[config.mk]
export PLATFORM = sky130hd
export DESIGN_NAME = rv32i_inst_encode
export DESIGN_NICKNAME = d
export VERILOG_FILES = /design/src/rtl/rv32i_inst_encode.sv
export SDC_FILE = /design/constraint.sdc
export NUM_CORES = 1
export LEC_CHECK = 0
export CAP_MARGIN = 10
export CORE_MARGIN = 2
export CORE_UTILIZATION = 39
export DETAILED_ROUTE_END_ITERATION = 6
export GPL_TIMING_DRIVEN = 0
export MAX_ROUTING_LAYER = met4
export PLACE_DENSITY = 0.66
export SYNTH_ARGS = -nofsm -noshare
export SYNTH_HDL_FRONTEND = slang
export SYNTH_SLANG_ARGS = --single-unit
[constraint.sdc]
create_clock -name clk -period 4.8 [get_ports clk]
set_input_delay 0.48 -clock clk [delete_from_list [all_inputs] [get_ports clk]]
set_output_delay 0.48 -clock clk [all_outputs]
set_load 0.1 [all_outputs]
[src/rtl/rv32i_inst_encode.sv]
// rv32i_inst_encode
//   Builds a 32-bit RV32I instruction word from a field-level description
//   (format, opcode, rd/rs1/rs2, funct3/funct7, architectural immediate).
//   This is the inverse of the core's immediate decoders. Each accepted
//   request is range-checked, encoded and queued in a 2-entry output buffer.
//   Saturating counters track popped good and error results.
//
// Ports
//   clk, rst        clock, synchronous active-high reset
//   in_vld/in_rdy   request handshake (accept when both high)
//   in_fmt          0=R 1=I 2=S 3=B 4=U 5=J, 6/7 illegal
//   in_opcode, in_rd, in_rs1, in_rs2, in_funct3, in_funct7, in_imm
//                   instruction fields; in_imm is already sign-extended
//   out_vld/out_rdy result handshake (pop when both high)
//   out_inst        encoded word (0 when out_err)
//   out_err         immediate not representable or illegal format
//   good_cnt        popped results with out_err=0, saturating
//   err_cnt         popped results with out_err=1, saturating
module rv32i_inst_encode #(
    parameter int CNT_W = 16
) (
    input  logic             clk,
    input  logic             rst,
    input  logic             in_vld,
    output logic             in_rdy,
    input  logic [2:0]       in_fmt,
    input  logic [6:0]       in_opcode,
    input  logic [4:0]       in_rd,
    input  logic [4:0]       in_rs1,
    input  logic [4:0]       in_rs2,
    input  logic [2:0]       in_funct3,
    input  logic [6:0]       in_funct7,
    input  logic [31:0]      in_imm,
    output logic             out_vld,
    input  logic             out_rdy,
    output logic [31:0]      out_inst,
    output logic             out_err,
    output logic [CNT_W-1:0] good_cnt,
    output logic [CNT_W-1:0] err_cnt
);

    localparam logic [2:0] FMT_R = 3'd0;
    localparam logic [2:0] FMT_I = 3'd1;
    localparam logic [2:0] FMT_S = 3'd2;
    localparam logic [2:0] FMT_B = 3'd3;
    localparam logic [2:0] FMT_U = 3'd4;
    localparam logic [2:0] FMT_J = 3'd5;

    // An immediate fits in N signed bits when everything from the sign bit
    // upward is a copy of that sign bit.
    logic s12_ok;   // fits 12-bit signed (I/S)
    logic s13_ok;   // fits 13-bit signed (B)
    logic s21_ok;   // fits 21-bit signed (J)

    assign s12_ok = (&in_imm[31:11]) | ~(|in_imm[31:11]);
    assign s13_ok = (&in_imm[31:12]) | ~(|in_imm[31:12]);
    assign s21_ok = (&in_imm[31:20]) | ~(|in_imm[31:20]);

    logic [31:0] enc_inst;
    logic        enc_err;

    always_comb begin
        enc_inst = '0;
        enc_err  = 1'b0;
        case (in_fmt)
            FMT_R: begin
                enc_inst = {in_funct7, in_rs2, in_rs1, in_funct3, in_rd, in_opcode};
            end
            FMT_I: begin
                enc_err  = ~s12_ok;
                enc_inst = {in_imm[11:0], in_rs1, in_funct3, in_rd, in_opcode};
            end
            FMT_S: begin
                enc_err  = ~s12_ok;
                enc_inst = {in_imm[11:5], in_rs2, in_rs1, in_funct3,
                            in_imm[4:0], in_opcode};
            end
            FMT_B: begin
                enc_err  = ~s13_ok | in_imm[0];
                enc_inst = {in_imm[12], in_imm[10:5], in_rs2, in_rs1, in_funct3,
                            in_imm[4:1], in_imm[11], in_opcode};
            end
            FMT_U: begin
                enc_err  = |in_imm[11:0];
                enc_inst = {in_imm[31:12], in_rd, in_opcode};
            end
            FMT_J: begin
                enc_err  = ~s21_ok | in_imm[0];
                enc_inst = {in_imm[20], in_imm[10:1], in_imm[11], in_imm[19:12],
                            in_rd, in_opcode};
            end
            default: begin
                enc_err = 1'b1;
            end
        endcase
        // Rejected requests carry a zero word so nothing half-encoded leaks out.
        if (enc_err)
            enc_inst = '0;
    end

    // 2-entry output buffer
    logic [1:0][31:0] buf_inst;
    logic [1:0]       buf_err;
    logic             wr_ptr;
    logic             rd_ptr;
    logic [1:0]       count;
    logic             push;
    logic             pop;

    // in_rdy comes only from registered count, so there is no path from out_rdy.
    assign in_rdy   = (count != 2'd2);
    assign out_vld  = (count != 2'd0);
    assign out_inst = buf_inst[rd_ptr];
    assign out_err  = buf_err[rd_ptr];
    assign push     = in_vld & in_rdy;
    assign pop      = out_vld & out_rdy;

    always_ff @(posedge clk) begin
        if (rst) begin
            buf_inst <= '0;
            buf_err  <= '0;
            wr_ptr   <= 1'b0;
            rd_ptr   <= 1'b0;
            count    <= 2'd0;
            good_cnt <= '0;
            err_cnt  <= '0;
        end else begin
            if (push) begin
                buf_inst[wr_ptr] <= enc_inst;
                buf_err[wr_ptr]  <= enc_err;
                wr_ptr           <= ~wr_ptr;
            end
            if (pop) begin
                rd_ptr <= ~rd_ptr;
                if (buf_err[rd_ptr]) begin
                    if (err_cnt != '1)
                        err_cnt <= err_cnt + CNT_W'(1);
                end else begin
                    if (good_cnt != '1)
                        good_cnt <= good_cnt + CNT_W'(1);
                end
            end
            case ({push, pop})
                2'b10:   count <= count + 2'd1;
                2'b01:   count <= count - 2'd1;
                default: count <= count;
            endcase
        end
    end

endmodule

==> impl_results.md <==
* Top FF cell, synth: dfxtp_1
* Async set or reset register ratio after synthesis at 0
* CP max FO at 10
* Post-synthesis sequential area ratio at 0.376
* Final Non-Filler Cells at 966
* Resize count post-CTS at 0
* Final setup fails at 0
* Sequential Power Share at 0.366
* Vias per cell at 5.56
* Clock network power share at 0.294
* Avg Inst Size Synth at 8.57 sq um
* PD cells at 345 mW/mm^2
* Layout cells sized above 1 at 0.107
* WS Path Type: reg -> out
* Unique masters post-synth at 56
* Worst vdd ir at 185 uV
* Remaining global-route overflow at 0
* Drc violations at 0
* EDFF count, synth at 0
* Clk sinks at 102
* Arr. time, crit path at 2.83 ns
* Period utilization at 0.690
* F_max at 0.302 GHz
* Synth area leaders: dfxtp_1, mux2_2, nand2_1
* Final HPWL DP at 12400 microns
* Initial core utilization at 0.396
* Register cell area after layout at 0.00204 sq mm
* Ant diodes at 0
* GRT Util Overall at 0.230
* Worst-path cell chain: buf_4 -> clkbuf_1 -> mux2_2 -> clkdlybuf4s50_1
* Placed cell count at 950
* Die W at 122 microns
* Row cnt at 43
* Initial antenna violation count at 0
* Routed WL per cell at 16.9 microns
* Comb pwr share at 0.341
* Critical path required time at 4.32 ns
* Cells after Synth at 633
* Count leader, synth: dfxtp_1
* Postcts setup bufs at 0
* Cell taking the most area after synthesis: dfxtp_1
* CP max stage cell: clkdlybuf4s50_1
* CTS tree: done
* GPL Wtd Cong at 0.981
* I/O pin total at 138
* Result of the run: completed
* Worst clock skew at 0.00486 ns
* Setup TNS at 0 ns
* Area share of the largest cell type after synthesis at 0.376
* Hold Vio Cnt, Final at 0
* Nets@finish at 855
* YS warnings at 0
* Pin count of the biggest net entering global routing at 18
* Leakage at 2.51 nW
* Top cells by count, synth: dfxtp_1, nand2_1, nor2_1
* Worst rel slew slack at 0.319
* RSZ-0062 raised after global routing: false
* CORE AREA at 0.0137 sq mm
* CTS root buffer: clkbuf_16
* Initial DRC count at 437
* Count of input and output buffers at 137
* CTS Buffer Depth at 2
* Full die area at 0.0149 sq mm
* Switch Pwr at 0.959 mW
* Die height at 122 microns
* Worst-Margin Slew at 1.02 ns
* Critical path's largest stage delay at 1.13 ns
* H-tree depth at 3
* Worst Setup Start Kind: flop
* DRT antenna net count at 0
* Post-Route WL at 16300 microns
* Fin crit period at 3.31 ns
* Hold Crit Class: reg -> reg
* Total Power at 2.53 mW
* Clock latency on the worst-skew pair at 0.35 ns
* Switching part of the total power at 0.379
* Vias in the first global route at 5228
* Multi-input combinational cell area at 0.00310 sq mm
* First-pass GRT wire length at 26100 microns
* Post-Syn Area at 0.00543 sq mm
* Slew Viols, Final at 0
* Synth Register Bits at 102
* Endpoint class of the critical path: output port
* Hold buffers post-CTS at 0
* TritonRoute pass-1 iters at 5
* MaxCap Viol Count at 0
* Cts bufs inserted at 9
* # fillers at 1266
* Total number of vias at 5372
* Internal at 1.57 mW
* Clock slew at reported path FFs at 0.07 ns
* Area delta synth->final at 34.9%
* Synth Net Count at 707
## path summary, 6_finish.rpt
path / start / to / slack, ns / cells after the start
worst max-delay path: rd_ptr / out_inst[15] / 1.49 / 4
worst min-delay path: buf_inst[31] / buf_inst[31] / 0.45 / 2
worst max register to register: good_cnt[6] / good_cnt[15] / 2.65 / 5
worst min register to register: buf_inst[31] / buf_inst[31] / 0.45 / 2
## state kept, by name (all words and copies together) (netlist names)
signal    flops
buf_err       2
rd_ptr        1
count         2
buf_inst     64
good_cnt     16
wr_ptr        1
err_cnt      16
## power groups by stage
| stage | clock [mW] | sequential (mW) | combinational [mW] |
|---|---|---|---|
| global placement | 0 | 0.939 | 0.851 |
| floorplan | 0 | 0.972 | 0.573 |
| CTS | 0.756 | 0.925 | 0.860 |
| finish | 0.743 | 0.924 | 0.861 |
| detailed placement | 0 | 0.944 | 0.857 |
| global route | 0.796 | 0.931 | 0.906 |
## logic make-up after synthesis
group | Yosys count | synth area share
flip-flops | 102 | 0.376
buffers and inverters | 62 | 0.0519
AO/OA/AOI/OAI | 153 | 0.210
XOR/XNOR | 26 | 0.0420
AND/OR/NAND/NOR | 247 | 0.230
multiplexers | 40 | 0.0837
adder cells (fa/ha/maj) | 3 | 0.00692
## cell usage in the layout, fill, tap and decap left out, drive strengths merged, types with 2 or more instances in the layout
master / n
buf: 18
inv: 18
o21a: 2
or2: 2
and3: 14
a32o: 26
nand2: 94
mux2: 33
nor2b: 17
nand4: 10
o21ai: 22
nand3: 10
clkinvlp: 4
dfxtp: 102
ha: 3
o31ai: 39
nor3: 15
xor2: 10
xnor2: 16
clkbuf: 36
mux2i: 7
o22ai: 6
nor2: 49
clkdlybuf4s50: 137
o2111ai: 3
o211ai: 6
a22oi: 17
or4: 3
a21oi: 19
and4: 5
nor3b: 2
a31oi: 3
o2bb2ai: 5
nor4: 12
or3: 12
## metal layers
metal	up-vias	GRT usage	wire, microns
met3	38	0.0393	1110
met2	238	0.351	7320
met5	-	-	0
met1	2483	0.298	7420
li1	2613	-	-
met4	0	0.103	489
## metrics by stage
step / setup WS, ns / utilization / hold slack (ns) / area (sq um)
floorplan: 2.18 / - / 0.419 / 5430
global placement: 1.85 / 0.512 / 0.429 / 7020
detailed placement: 1.87 / 0.512 / 0.437 / 7020
CTS: 1.48 / 0.534 / 0.452 / 7320
global route: 1.40 / 0.534 / 0.474 / 7320
finish: 1.49 / 0.534 / 0.448 / 7320
## critical path, delay by kind of cell, from the launching register on
| kind | cells | cell delay (ns) |
|---|---|---|
| DFF | 1 | 0.31 |
| buffers and inverters | 3 | 1.85 |
| muxes | 1 | 0.32 |
## cell type report
type	instances	share of cell area
Clock inverter	7	0.0101
Inverter	17	0.00871
Multi-Input combinational cell	469	0.424
Clock buffer	9	0.0308
Timing Repair Buffer	137	0.187
Sequential cell	102	0.279
Tap cell	180	0.0308
Buffer	45	0.0297
(Power assumes the default switching activity.)
